--- config.mk ---
export PLATFORM = sky130hd
export DESIGN_NAME = bus_arbiter_flat
export DESIGN_NICKNAME = d
export VERILOG_FILES = /design/src/rtl/bus_arbiter_if.sv /design/src/rtl/bus_arbiter.sv /design/src/flat_wrapper.sv
export SDC_FILE = /design/constraint.sdc
export NUM_CORES = 1
export LEC_CHECK = 0
export ABC_AREA = 1
export CAP_MARGIN = 20
export CORE_AREA = 2 2 64 42
export DETAILED_ROUTE_END_ITERATION = 8
export DIE_AREA = 0 0 66 44
export PLACE_DENSITY = 0.91
export SYNTH_ARGS = -nofsm -noshare
export SYNTH_HDL_FRONTEND = slang
export SYNTH_SLANG_ARGS = --single-unit
--- constraint.sdc ---
create_clock -name clk -period 2.77 [get_ports clk]
set_input_delay 0.554 -clock clk [delete_from_list [all_inputs] [get_ports clk]]
set_output_delay 0.554 -clock clk [all_outputs]
set_load 0.02 [all_outputs]
--- src/rtl/bus_arbiter_if.sv ---
// Two-master / two-slave bus bundle for bus_arbiter.
// The arbiter modport is the arbiter's own view; master and slave are the agent-side views.
interface bus_arbiter_if;
    logic       M0_req;
    logic       M0_wr;
    logic [7:0] M0_address;
    logic [7:0] M0_dout;
    logic       M1_req;
    logic       M1_wr;
    logic [7:0] M1_address;
    logic [7:0] M1_dout;
    logic       M0_grant;
    logic       M1_grant;
    logic [7:0] M_din;
    logic       bus_error;
    logic       S0_sel;
    logic       S1_sel;
    logic [7:0] S_address;
    logic       S_wr;
    logic [7:0] S_din;
    logic [7:0] S0_dout;
    logic [7:0] S1_dout;

    modport arbiter (
        input  M0_req, M0_wr, M0_address, M0_dout,
        input  M1_req, M1_wr, M1_address, M1_dout,
        input  S0_dout, S1_dout,
        output M0_grant, M1_grant, M_din, bus_error,
        output S0_sel, S1_sel, S_address, S_wr, S_din
    );

    modport master (
        output M0_req, M0_wr, M0_address, M0_dout,
        output M1_req, M1_wr, M1_address, M1_dout,
        input  M0_grant, M1_grant, M_din, bus_error
    );

    modport slave (
        input  S0_sel, S1_sel, S_address, S_wr, S_din,
        output S0_dout, S1_dout
    );
endinterface

--- src/rtl/bus_arbiter.sv ---
// Two-master bus arbiter with parked grant, address decode and read-data return.
// Optional contended-hold timeout with forced switch and bus_error pulse: define BUS_TIMEOUT_EN.
module bus_arbiter #(
    parameter logic [7:0] S0_BASE        = 8'h00,
    parameter logic [7:0] S1_BASE        = 8'h20,
    parameter logic [7:0] DEC_MASK       = 8'hE0,
    parameter int unsigned TIMEOUT_CYCLES = 16
) (
    input logic           clk,
    input logic           reset,
    bus_arbiter_if.arbiter bus
);
    localparam logic [0:0] GNT_M0 = 1'b0;
    localparam logic [0:0] GNT_M1 = 1'b1;

    logic [0:0] r_state;
    logic [0:0] w_next;
    logic       w_own_m0;
    logic       w_req;
    logic       w_wr;
    logic [7:0] w_addr;
    logic [7:0] w_dout;
    logic       w_hit0;
    logic       w_hit1;
    logic       w_sel0;
    logic       w_sel1;

    assign w_own_m0 = (r_state == GNT_M0);

    always_comb begin
        w_next = r_state;
        case (r_state)
            GNT_M0:  if (!bus.M0_req && bus.M1_req) w_next = GNT_M1;
            GNT_M1:  if (!bus.M1_req && bus.M0_req) w_next = GNT_M0;
            default: w_next = GNT_M0;
        endcase
    end

    assign w_req  = w_own_m0 ? bus.M0_req     : bus.M1_req;
    assign w_wr   = w_own_m0 ? bus.M0_wr      : bus.M1_wr;
    assign w_addr = w_own_m0 ? bus.M0_address : bus.M1_address;
    assign w_dout = w_own_m0 ? bus.M0_dout    : bus.M1_dout;

    // Slave 0 wins if the two decode windows are ever configured to overlap.
    assign w_hit0 = ((w_addr & DEC_MASK) == S0_BASE);
    assign w_hit1 = ((w_addr & DEC_MASK) == S1_BASE);
    assign w_sel0 = w_req & w_hit0;
    assign w_sel1 = w_req & w_hit1 & ~w_hit0;

    assign bus.M0_grant  = w_own_m0;
    assign bus.M1_grant  = ~w_own_m0;
    assign bus.S_address = w_addr;
    assign bus.S_din     = w_dout;
    assign bus.S_wr      = w_req & w_wr;
    assign bus.S0_sel    = w_sel0;
    assign bus.S1_sel    = w_sel1;
    assign bus.M_din     = w_sel0 ? bus.S0_dout : (w_sel1 ? bus.S1_dout : 8'h00);

`ifdef BUS_TIMEOUT_EN
    localparam int unsigned CW = $clog2(TIMEOUT_CYCLES + 1);

    logic [CW-1:0] r_cnt;
    logic          r_err;
    logic          w_contend;

    assign w_contend     = w_req & (w_own_m0 ? bus.M1_req : bus.M0_req);
    assign bus.bus_error = r_err;

    always_ff @(posedge clk or posedge reset) begin
        if (reset) begin
            r_state <= GNT_M0;
            r_cnt   <= '0;
            r_err   <= 1'b0;
        end else begin
            r_err <= 1'b0;
            if (w_contend && (r_cnt == CW'(TIMEOUT_CYCLES - 1))) begin
                r_state <= ~r_state;
                r_cnt   <= '0;
                r_err   <= 1'b1;
            end else begin
                r_state <= w_next;
                r_cnt   <= w_contend ? r_cnt + 1'b1 : '0;
            end
        end
    end
`else
    assign bus.bus_error = 1'b0;

    always_ff @(posedge clk or posedge reset) begin
        if (reset) r_state <= GNT_M0;
        else       r_state <= w_next;
    end
`endif
endmodule

--- src/flat_wrapper.sv ---
// flat-port wrapper written by rule: the top's interface ports become plain ports
module bus_arbiter_flat 
#(
    parameter logic [7:0] S0_BASE        = 8'h00,
    parameter logic [7:0] S1_BASE        = 8'h20,
    parameter logic [7:0] DEC_MASK       = 8'hE0,
    parameter int unsigned TIMEOUT_CYCLES = 16
)
  (clk, reset, bus_M0_req, bus_M0_wr, bus_M0_address, bus_M0_dout, bus_M1_req, bus_M1_wr, bus_M1_address, bus_M1_dout, bus_S0_dout, bus_S1_dout, bus_M0_grant, bus_M1_grant, bus_M_din, bus_bus_error, bus_S0_sel, bus_S1_sel, bus_S_address, bus_S_wr, bus_S_din);
  bus_arbiter_if bus_i ();
  input logic clk;
  input logic reset;
  input wire logic [$bits(bus_i.M0_req)-1:0] bus_M0_req;
  input wire logic [$bits(bus_i.M0_wr)-1:0] bus_M0_wr;
  input wire logic [$bits(bus_i.M0_address)-1:0] bus_M0_address;
  input wire logic [$bits(bus_i.M0_dout)-1:0] bus_M0_dout;
  input wire logic [$bits(bus_i.M1_req)-1:0] bus_M1_req;
  input wire logic [$bits(bus_i.M1_wr)-1:0] bus_M1_wr;
  input wire logic [$bits(bus_i.M1_address)-1:0] bus_M1_address;
  input wire logic [$bits(bus_i.M1_dout)-1:0] bus_M1_dout;
  input wire logic [$bits(bus_i.S0_dout)-1:0] bus_S0_dout;
  input wire logic [$bits(bus_i.S1_dout)-1:0] bus_S1_dout;
  output wire logic [$bits(bus_i.M0_grant)-1:0] bus_M0_grant;
  output wire logic [$bits(bus_i.M1_grant)-1:0] bus_M1_grant;
  output wire logic [$bits(bus_i.M_din)-1:0] bus_M_din;
  output wire logic [$bits(bus_i.bus_error)-1:0] bus_bus_error;
  output wire logic [$bits(bus_i.S0_sel)-1:0] bus_S0_sel;
  output wire logic [$bits(bus_i.S1_sel)-1:0] bus_S1_sel;
  output wire logic [$bits(bus_i.S_address)-1:0] bus_S_address;
  output wire logic [$bits(bus_i.S_wr)-1:0] bus_S_wr;
  output wire logic [$bits(bus_i.S_din)-1:0] bus_S_din;
  assign bus_i.M0_req = bus_M0_req;
  assign bus_i.M0_wr = bus_M0_wr;
  assign bus_i.M0_address = bus_M0_address;
  assign bus_i.M0_dout = bus_M0_dout;
  assign bus_i.M1_req = bus_M1_req;
  assign bus_i.M1_wr = bus_M1_wr;
  assign bus_i.M1_address = bus_M1_address;
  assign bus_i.M1_dout = bus_M1_dout;
  assign bus_i.S0_dout = bus_S0_dout;
  assign bus_i.S1_dout = bus_S1_dout;
  assign bus_M0_grant = bus_i.M0_grant;
  assign bus_M1_grant = bus_i.M1_grant;
  assign bus_M_din = bus_i.M_din;
  assign bus_bus_error = bus_i.bus_error;
  assign bus_S0_sel = bus_i.S0_sel;
  assign bus_S1_sel = bus_i.S1_sel;
  assign bus_S_address = bus_i.S_address;
  assign bus_S_wr = bus_i.S_wr;
  assign bus_S_din = bus_i.S_din;
  bus_arbiter #(.S0_BASE(S0_BASE), .S1_BASE(S1_BASE), .DEC_MASK(DEC_MASK), .TIMEOUT_CYCLES(TIMEOUT_CYCLES)) u_core (.clk(clk), .reset(reset), .bus(bus_i));
endmodule
---- Word-level counts from Yosys, hierarchy flattened ----
Cells that the tools add are included.
cells by class
  equality and inequality tests ........... 1
  multiplexer cells ....................... 9
  bitwise operators ....................... 6
  reductions and logical operators ........ 5
operators by type and width
  cell                  number
  $mux W8               4
  $logic_not A8 Y1      1
  $and A1 B1 Y1         4
  $mux W1               4
  $eq A3 B1 Y1 const B  1
  $logic_and A1 B1 Y1   2
  $logic_not A1 Y1      2
  $not A1 Y1            2
  $pmux W1 S2           1
storage, ports and cells
  register bits after elaboration ......... 1
  bits of input ports ..................... 54
  output and inout bits ................... 30
  word-level logic and storage cells ...... 22

---- Longest topological paths before layout ----
Gate-level depths: netlist of the first run.
  word-level depth ........................ 6
  mapped depth ............................ 8
  mapped depth without buffers ............ 7

---- Least setup slack after synthesis of the first run ----
OpenSTA, ideal clock, no wires.
  path type ............................... reg-to-output
  from .................................... register u_core.r_state, in the netlist u_core.bus.M1_grant
  to ...................................... output port bus_M_din[0]
  arrival ................................. 1373 ps
  data required time ...................... 2216 ps
  setup slack ............................. 843 ps
  stages on the path, launching flop included .. 9
  path buffers ............................ 1
  cells stage by stage .................... dfrtp_1 inv_2 buf_6 nand2_1 nand2_1 nand2_1 inv_2 nand3_1 nand2_1
between the ends
  word-level cells in the longest chain between the ends .. 6
  elaborated cells between the ends (all ways) .. 10
  classes of those cells .................. eq/ne (1); mux (4); bitwise (4); reduce/logical (1)
RTL lines
  item                                              line                                  text
  start: declaration                                bus_arbiter.sv:16                     logic [0:0] r_state;
  start signal: assignment                          bus_arbiter.sv:91                     else r_state <= w_next;
  $mux W8 (*)                                       bus_arbiter.sv:41                     assign w_addr = w_own_m0 ? bus.M0_address : bus.M1_address;
  named net bus_S_address[5]                        flat_wrapper.sv:29                    output wire logic [$bits(bus_i.S_address)-1:0] bus_S_address;
  $eq A3 B1 Y1 or $logic_not A8 Y1 (tied branches)  bus_arbiter.sv:46, bus_arbiter.sv:45
  $and A1 B1 Y1 or $not A1 Y1 (tied branches)       bus_arbiter.sv:48                     assign w_sel1 = w_req & w_hit1 & ~w_hit0;
  $and A1 B1 Y1                                     bus_arbiter.sv:48
  $mux W8                                           bus_arbiter.sv:57                     assign bus.M_din = w_sel0 ? bus.S0_dout : (w_sel1 ? bus.S1_dout : 8'h00);
  $mux W8 (*)                                       bus_arbiter.sv:57
  end: declaration                                  flat_wrapper.sv:25                    output wire logic [$bits(bus_i.M_din)-1:0] bus_M_din;
Mark *: on every way through the listed nets, which the timed path passes. The rest lies on a longest branch.

---- Worst setup path after layout of the first run ----
  from .................................... input port bus_M0_address[6]
  to ...................................... output port bus_S1_sel
between the ends
  word-level cells in the longest chain between the ends .. 4
  elaborated cells between the ends (all ways) .. 6
  classes of those cells .................. eq/ne (1); mux (1); bitwise (3); reduce/logical (1)
RTL lines
  item                                              line                                  text
  start: declaration                                flat_wrapper.sv:15                    input wire logic [$bits(bus_i.M0_address)-1:0] bus_M0_address;
  $mux W8 (*)                                       bus_arbiter.sv:41
  $eq A3 B1 Y1 or $logic_not A8 Y1 (tied branches)  bus_arbiter.sv:46, bus_arbiter.sv:45
  $and A1 B1 Y1 or $not A1 Y1 (tied branches)       bus_arbiter.sv:48
  $and A1 B1 Y1 (*)                                 bus_arbiter.sv:48
  end: declaration                                  flat_wrapper.sv:28                    output wire logic [$bits(bus_i.S1_sel)-1:0] bus_S1_sel;
Mark *: on every way between the ends. The rest lies on a longest branch, timed or not.

==> impl_metrics.toml, run 1 <==
[outcome]
status = "finished clean"

[grt]
grt_usage_pct = 14.40
antenna_found_initial = 0
grt_pass1_wl_um = 3381
grt_max_degree = 18
grt_pass1_vias = 763
grt_overflow = 0

[sta]
hold_viol = 0
layout_setup_ws_ns = 0.1887
period_minus_slack_ns = 2.581
drv_slew = 0
rsz0062_at_grt = "false"
tns_ns = 0
setup_viol = 0
skew_ns = 0
fmax_mhz = 387.4
finalCritPeriodShare_pct = 93.19

[worst_setup_path]
regToRegSetupSlack_ns = 1.71
reg2reg_from = "u_core.bus.M1_grant"
worst-setup-path-type = "in2out"
r2r-end = "u_core.bus.M1_grant"
cp_max_fo = 6
path_cells = "clkdlybuf4s50_1, nand2_1, nand2_4, nor2_8, inv_2, nor2_2, clkdlybuf4s50_1"
cp.arrival_ns = 2.03
critical_path.max_stage_delay_ns = 0.61
critical_path.startpoint_type = "input port"
cp-end-kind = "output port"
crit_slowest_cell = "clkdlybuf4s50_1"
reg2reg_depth = 3
timing.critical_path.required_ns = 2.22
path_common_cell = "clkdlybuf4s50_1"

[die]
start_util_pct = 22.60
io_pins = 84
fp.dieW_um = 66
die-area_sq_mm = 0.002904
rows = 14
core_sq_mm = 0.002347
chipHeight_um = 44

[placement]
place.gp.congestion = 0.7465
postPlaceCellArea_sq_mm = 0.001351
dp.final_hpwl_um = 1968
post-place-ws_ns = 0.00007816
io_buffer_count = 82

[pwr]
p_sw_uw = 159.7
p_leak_uw = 0.0007966
pwr_density_cell_mw_per_mm2 = 249.8
power_frac_seq_pct = 5.8
power.share.combinational_pct = 94.2
p_int_uw = 189.5
switching_share_pct = 45.73
clkPwrFrac_pct = 0
peakVddDrop_mv = 0.1765

[cts]
hold_buffers = 0
insertion_delay_ns = 0
cts.clk_slew.worst_paths_ns = 0

[finish]
final_area_sq_mm = 0.001398
largest_register_ff_count = 1
utilization_pct = 59.54
antenna_cells = 0
nets = 243
area_growth_pct = 163.4
drive_gt1_share_pct = 11.23

[route]
routedWlPerCell_um = 10.62
via_per_inst = 4.005
vias = 877
drcViolationCount = 0
initialDrtViolationCount = 27
final_antenna_net_count = 0
wirelength_um = 2326
drt_first_pass_iters = 3

[synth]
seq_area_frac_synth_pct = 4.717
syn_inst = 105
synth_area_sq_um = 530.5
synth_nets = 159
synth_cell_types = 17
synth-seq-cells = 1
yosys_warnings = 0
postSynthAreaPerCell_sq_um = 5.052

[job]
drv_cap = 0

[min_path]
hp-class = "in2async"
==> final cells by class <==
cell class                      instances  area (sq um)
Inverter                                8         30.03
Fill cell                             229         949.7
Tap cell                               32         40.04
Timing Repair Buffer                   88         882.1
Sequential cell                         1         25.02
Multi-Input combinational cell         90         420.4
==> cell families after synthesis <==
| family | count (synthesis) | share of synthesized area (%) |
|---|---|---|
| AOI/OAI and AO/OA | 1 | 1.416 |
| buffers and inverters | 14 | 16.04 |
| DFF | 1 | 4.716 |
| other | 1 | 0.7069 |
| and+or+nand+nor | 88 | 77.12 |
==> cell usage in the layout (no fill, tap or decap), drive strengths merged <==
cell / netlist / layout
buf: 6 / 6
clkdlybuf4s50: 0 / 74
conb: 1 / 1
dfrtp: 1 / 1
dlygate4sd2: 0 / 1
dlymetal6s2s: 0 / 7
inv: 8 / 8
nand2: 68 / 68
nand3: 16 / 16
nor2: 4 / 4
o21a: 1 / 1
==> synth_stat cells <==
library cell  number  area share [%]
buf_6              2             4.2
buf_2              2             1.9
nor2_1             1            0.71
nor2_2             2             2.4
inv_2              4             2.8
o21a_1             1             1.4
nand3_2            1             1.9
buf_4              1             1.4
nand2_1           61              43
nand2_4            3             6.4
nand3_1           15              14
conb_1             1            0.71
nand2_2            4             4.7
dfrtp_1            1             4.7
buf_8              1             2.8
inv_1              4             2.8
nor2_8             1             3.8
==> power by group through the flow <==
stage / clock network, uW / registers, uW / logic [uW]
floorplan: 0 / 20.0 / 158
global placement: 0 / 20.2 / 317
detailed placement: 0 / 20.4 / 320
CTS: 0 / 20.4 / 320
global route: 0 / 20.8 / 351
finish: 0 / 20.3 / 329
==> worst max path at each step <==
stage / startpoint / endpoint / slack [ns] / depth (start not counted)
after floorplan: u_core.bus.M1_grant / bus_M_din[0] / 0.84 / 8
after global placement: bus_M0_req / bus_M_din[1] / 0.05 / 8
after detailed placement: bus_M0_req / bus_M_din[5] / 0.00008 / 8
after CTS: bus_M0_req / bus_M_din[2] / 0.01 / 8
after global routing: bus_M1_req / bus_S1_sel / 0.12 / 6
final: bus_M0_address[6] / bus_S1_sel / 0.19 / 7
==> stage by stage <==
step	cells	hold WS, ns	power, uW
2_1_floorplan	105	0.2827	178.4
3_3_place_gp	215	0.6995	336.9
3_5_place_dp	215	0.7050	340.5
4_1_cts	215	0.7050	340.9
5_1_grt	219	0.7279	371.7
6_report	219	0.6998	349.1
==> worst max-delay path, delay by kind of cell <==
kind                   cells  cell delay (ns)
and+or+nand+nor            4             0.41
buffers and inverters      3             1.07
==> timing repair <==
item,in CTS,in global routing
endpoints found under the setup margin,1,9
resized for setup,1,7
pin swaps,0,1
setup buffers,0,4
==> routing by layer <==
metal  routed length [um]  vias up  GRT usage, %
met2                 1174       22         27.27
met1                 1037      371         18.58
met3                  114        0         1.818
met5                    0        -             0
met4                    0        0        0.4082
li1                     -      484             -
Power figures use the tool's default switching activity.
==> run 2, diff against run 1 <==
ABC_AREA = not set   (was 1)
CORE_AREA = 2 2 49 51   (was 2 2 64 42)
DIE_AREA = 0 0 51 53   (was 0 0 66 44)
==> impl_metrics.toml, run 2 <==
[outcome]
status = "finished clean"

[route]
wirelength_um = 2132
drt_first_pass_iters = 4
routedWlPerCell_um = 12.62
drcViolationCount = 0
initialDrtViolationCount = 5
via_per_inst = 4.544
vias = 768
final_antenna_net_count = 0

[finish]
area_growth_pct = 207.1
drive_gt1_share_pct = 17.02
antenna_cells = 0
layout_common_cells = "clkdlybuf4s50_1 (72), nand2_1 (17), mux2_2 (15)"
largest_register_ff_count = 1
final_common_cell = "clkdlybuf4s50_1"
nets = 197

[synth]
yosysMostFrequentCell = "nand2_1"
seq_area_frac_synth_pct = 5.698
synth_top_area_cell = "mux2_2"
synth_nets = 112
synth_edf_count = 0
postSynthAreaPerCell_sq_um = 7.572
synth_top_area_share_pct = 38.46
synth_area_leaders = "mux2_2 (38%), nand2_1 (15%), a21oi_1 (9.1%), dfrtp_1 (5.7%), buf_6 (5.1%)"
syn_inst = 58
ys.flop_type = "dfrtp_1"
yosys_warnings = 0
synth.top_cells.by_count = "nand2_1 (17), mux2_2 (15), a21oi_1 (8)"
synth_cell_types = 16
async_flop_share_pct = 100.0
synth_area_sq_um = 439.2
synth-seq-cells = 1

[die]
core_sq_mm = 0.002148
fp.dieW_um = 51
start_util_pct = 20.44
io_pins = 84
chipHeight_um = 53
die-area_sq_mm = 0.002703
rows = 17

[job]
drv_cap = 0

[worst_setup_path]
timing.critical_path.required_ns = 2.22
cp-end-kind = "output port"
cp_max_fo = 4
path_common_cell = "clkdlybuf4s50_1"
crit_slowest_cell = "clkdlybuf4s50_1"
reg2reg_depth = 2
critical_path.startpoint_type = "input port"
worst-setup-path-type = "in2out"
critical_path.max_stage_delay_ns = 0.62
path_cells = "clkdlybuf4s50_1, nand2_1, o21ai_0, clkdlybuf4s50_1"
cp.arrival_ns = 2.04

[sta]
fmax_mhz = 385.8
period_minus_slack_ns = 2.592
rsz0062_at_grt = "false"
finalHoldWorstSlack_ns = 0.6975
tns_ns = 0
setup_viol = 0
hold_viol = 0
drv_slew = 0
skew_ns = 0
finalCritPeriodShare_pct = 93.58

[placement]
place.gp.congestion = 0.6683
io_buffer_count = 82
dp.final_hpwl_um = 1731

[cts]
cts.clk_slew.worst_paths_ns = 0
insertion_delay_ns = 0

[min_path]
hp-class = "in2async"

[grt]
grt_pass1_wl_um = 3001
grt_pass1_vias = 738
antenna_found_initial = 0
grt_max_degree = 21
met1_usage_pct = 13.32
busiest_layer = "met2"
met3_usage_pct = 4.237
grt_use_met2_pct = 30.52
grt_overflow = 0
grt_usage_pct = 14.05

[pwr]
peakVddDrop_mv = 0.1575
total_power_uw = 295.2
pwr_density_cell_mw_per_mm2 = 218.9
p_leak_uw = 0.0006791
run 2: metrics by stage:
| stage | cell area (sq um) | utilization, % | setup slack, ns | instances |
|---|---|---|---|---|
| after floorplan | 439.2 | - | 0.7770 | 58 |
| after global placement | 1280 | 59.58 | 0.005281 | 167 |
| after detailed placement | 1280 | 59.58 | -0.01664 | 167 |
| after CTS | 1300 | 60.51 | 0.003885 | 168 |
| after global routing | 1349 | 62.78 | 0.1062 | 169 |
| final | 1349 | 62.78 | 0.1778 | 169 |
run 2: worst paths after layout:
| kind | startpoint | endpoint | slack, ns |
|---|---|---|---|
| worst max-delay path | bus_M0_req | bus_S_wr | 0.18 |
| worst min-delay path | reset | u_core.bus.M1_grant | 0.70 |
| worst max register to register | u_core.bus.M1_grant | u_core.bus.M1_grant | 1.64 |
| worst min register to register | u_core.bus.M1_grant | u_core.bus.M1_grant | 0.92 |
| max in group asynchronous | reset | u_core.bus.M1_grant | 1.98 |
| min in group clk | u_core.bus.M1_grant | u_core.bus.M1_grant | 0.92 |
run 2: cells by family (layout without fill, tap and decap cells):
logic type | Yosys count | after routing | synth area share (%)
buffers and inverters | 7 | 89 | 11.40
multiplexers | 16 | 16 | 43.59
AO/OA/AOI/OAI | 10 | 11 | 15.10
AND/OR/NAND/NOR | 22 | 22 | 21.08
other | 1 | 1 | 0.8539
flip-flops | 1 | 1 | 5.697
adder cells (fa/ha/maj) | 1 | 1 | 2.279
run 2: cell type report:
| cell class | instances | area (sq um) |
|---|---|---|
| fillers | 172 | 799.5 |
| inverters | 4 | 20.02 |
| multi-input cells | 51 | 387.9 |
| flip-flops and latches | 1 | 25.02 |
| well taps | 28 | 35.03 |
| repair buffers | 85 | 880.8 |
run 2: worst max-delay path: cells and delay by family:
kind / cells / cell delay [ns]
buf+inv: 2 / 1.24
compound gates: 1 / 0.16
simple gates: 1 / 0.09
run 2: timing repair:
action	CTS	global route
hold buffers	0	0
resized for setup	0	12
endpoints found under the hold margin	0	0
gates cloned	0	1
endpoints found under the setup margin	3	10
setup buffers	1	0
run 2: layer usage:
layer	share of wire (%)	vias to the layer above
met5	0	-
met4	0	0
met3	16	0
met2	50	63
met1	33	336
li1	-	369
run 2: power by group:
group          switching [uW]  internal, uW  total [uW]
combinational             112           164         277
clock                       0             0           0
sequential               2.26          16.3        18.6
total                     114           181         295
==> run 3, diff against run 2 <==
MAX_ROUTING_LAYER = met4   (was not set)
==> impl_metrics.toml, run 3 (synthesis results as in run 2) <==
[sta]
rsz0062_at_grt = "false"
finalCritPeriodShare_pct = 93.58
period_minus_slack_ns = 2.592
hold_viol = 0
skew_ns = 0
layout_setup_ws_ns = 0.1778
fmax_mhz = 385.8
setup_viol = 0
drv_slew = 0

[worst_setup_path]
timing.critical_path.required_ns = 2.22
worst-setup-path-type = "in2out"
critical_path.startpoint_type = "input port"
cp_max_fo = 4
cp-end-kind = "output port"
cp.arrival_ns = 2.04

[finish]
final_common_cell = "clkdlybuf4s50_1"
largest_register_ff_count = 1
drive_gt1_share_pct = 17.02
area_growth_pct = 207.1
layout_common_cells = "clkdlybuf4s50_1 (72), nand2_1 (17), mux2_2 (15)"
antenna_cells = 0
nets = 197
stdcell_count = 169
fillers = 172

[pwr]
p_int_uw = 180.8
clkPwrFrac_pct = 0
p_sw_uw = 114.3
p_leak_uw = 0.0006791
power.share.combinational_pct = 93.7
peakVddDrop_mv = 0.1575
switching_share_pct = 38.74
pwr_density_cell_mw_per_mm2 = 218.8
power_frac_seq_pct = 6.3

[grt]
grt_pass1_wl_um = 3001
grt_usage_pct = 14.41
grt_max_degree = 21
grt_overflow = 0
grt_pass1_vias = 738
antenna_found_initial = 0

[route]
final_antenna_net_count = 0
wirelength_um = 2127
vias = 766
routedWlPerCell_um = 12.59
drt_first_pass_iters = 4
initialDrtViolationCount = 3
drcViolationCount = 0
via_per_inst = 4.533

[die]
core_sq_mm = 0.002148
fp.dieW_um = 51
io_pins = 84
start_util_pct = 20.44
die-area_sq_mm = 0.002703
chipHeight_um = 53
rows = 17

[outcome]
status = "finished clean"

[placement]
place.gp.congestion = 0.6748
io_buffer_count = 82
dpl.cell_count = 167
post-place-ws_ns = -0.01664
dp.final_hpwl_um = 1731

[min_path]
hp-class = "in2async"

[cts]
insertion_delay_ns = 0
hold_buffers = 0
cts.clk_slew.worst_paths_ns = 0

[job]
drv_cap = 0
[run 3: worst paths after layout]
path                                          start             endpoint  slack [ns]  depth (start not counted)
min in group clk                u_core.bus.M1_grant  u_core.bus.M1_grant        0.92                          2
worst min register to register  u_core.bus.M1_grant  u_core.bus.M1_grant        0.92                          2
max in group asynchronous                     reset  u_core.bus.M1_grant        1.98                          2
worst max register to register  u_core.bus.M1_grant  u_core.bus.M1_grant        1.64                          2
worst max-delay path                     bus_M0_req             bus_S_wr        0.18                          4
worst min-delay path                          reset  u_core.bus.M1_grant        0.70                          2
[run 3: repair_timing]
item,4_1_cts,5_1_grt
endpoints found under the setup margin,3,10
setup buffers,1,0
resized for setup,0,12
pin swaps,0,0
cloned,0,1
[run 3: power groups by stage]
stage / registers (uW) / logic [uW] / clock network [uW]
final: 18.6 / 277 / 0
after global routing: 18.9 / 293 / 0
after CTS: 18.7 / 275 / 0
after detailed placement: 18.7 / 267 / 0
after global placement: 18.5 / 263 / 0
after floorplan: 20.7 / 118 / 0
[run 3: stage by stage]
stage | setup TNS, ns | power (uW) | cell area (sq um) | util (%) | hold WS [ns]
5_1_grt | 0 | 312.0 | 1349 | 62.78 | 0.7198
2_1_floorplan | 0 | 138.5 | 439.2 | - | 0.2827
3_5_place_dp | -0.01664 | 285.3 | 1280 | 59.58 | 0.7004
6_report | 0 | 295.1 | 1349 | 62.78 | 0.6975
3_3_place_gp | 0 | 281.4 | 1280 | 59.58 | 0.6964
4_1_cts | 0 | 293.7 | 1300 | 60.51 | 0.7004
[run 3: worst max-delay path, cell delays in order]
cell and delay (ns):
clkdlybuf4s50_1 0.62, nand2_1 0.09, o21ai_0 0.16, clkdlybuf4s50_1 0.62
[run 3: area by class of cell]
class / instances / area, sq um / area share, %
Inverter: 4 / 20.02 / 1.484
Multi-Input combinational cell: 51 / 387.9 / 28.76
Sequential cell: 1 / 25.02 / 1.855
Tap cell: 28 / 35.03 / 2.597
Timing Repair Buffer: 85 / 880.8 / 65.31
[run 3: routing by layer]
metal  GRT usage, %  vias up  routed length (um)
li1               -      369                   -
met1          13.66      334                 729
met2          30.52       63                1067
met3          3.672        0                 330
met4              0        0                   0
met5              -        -                   0
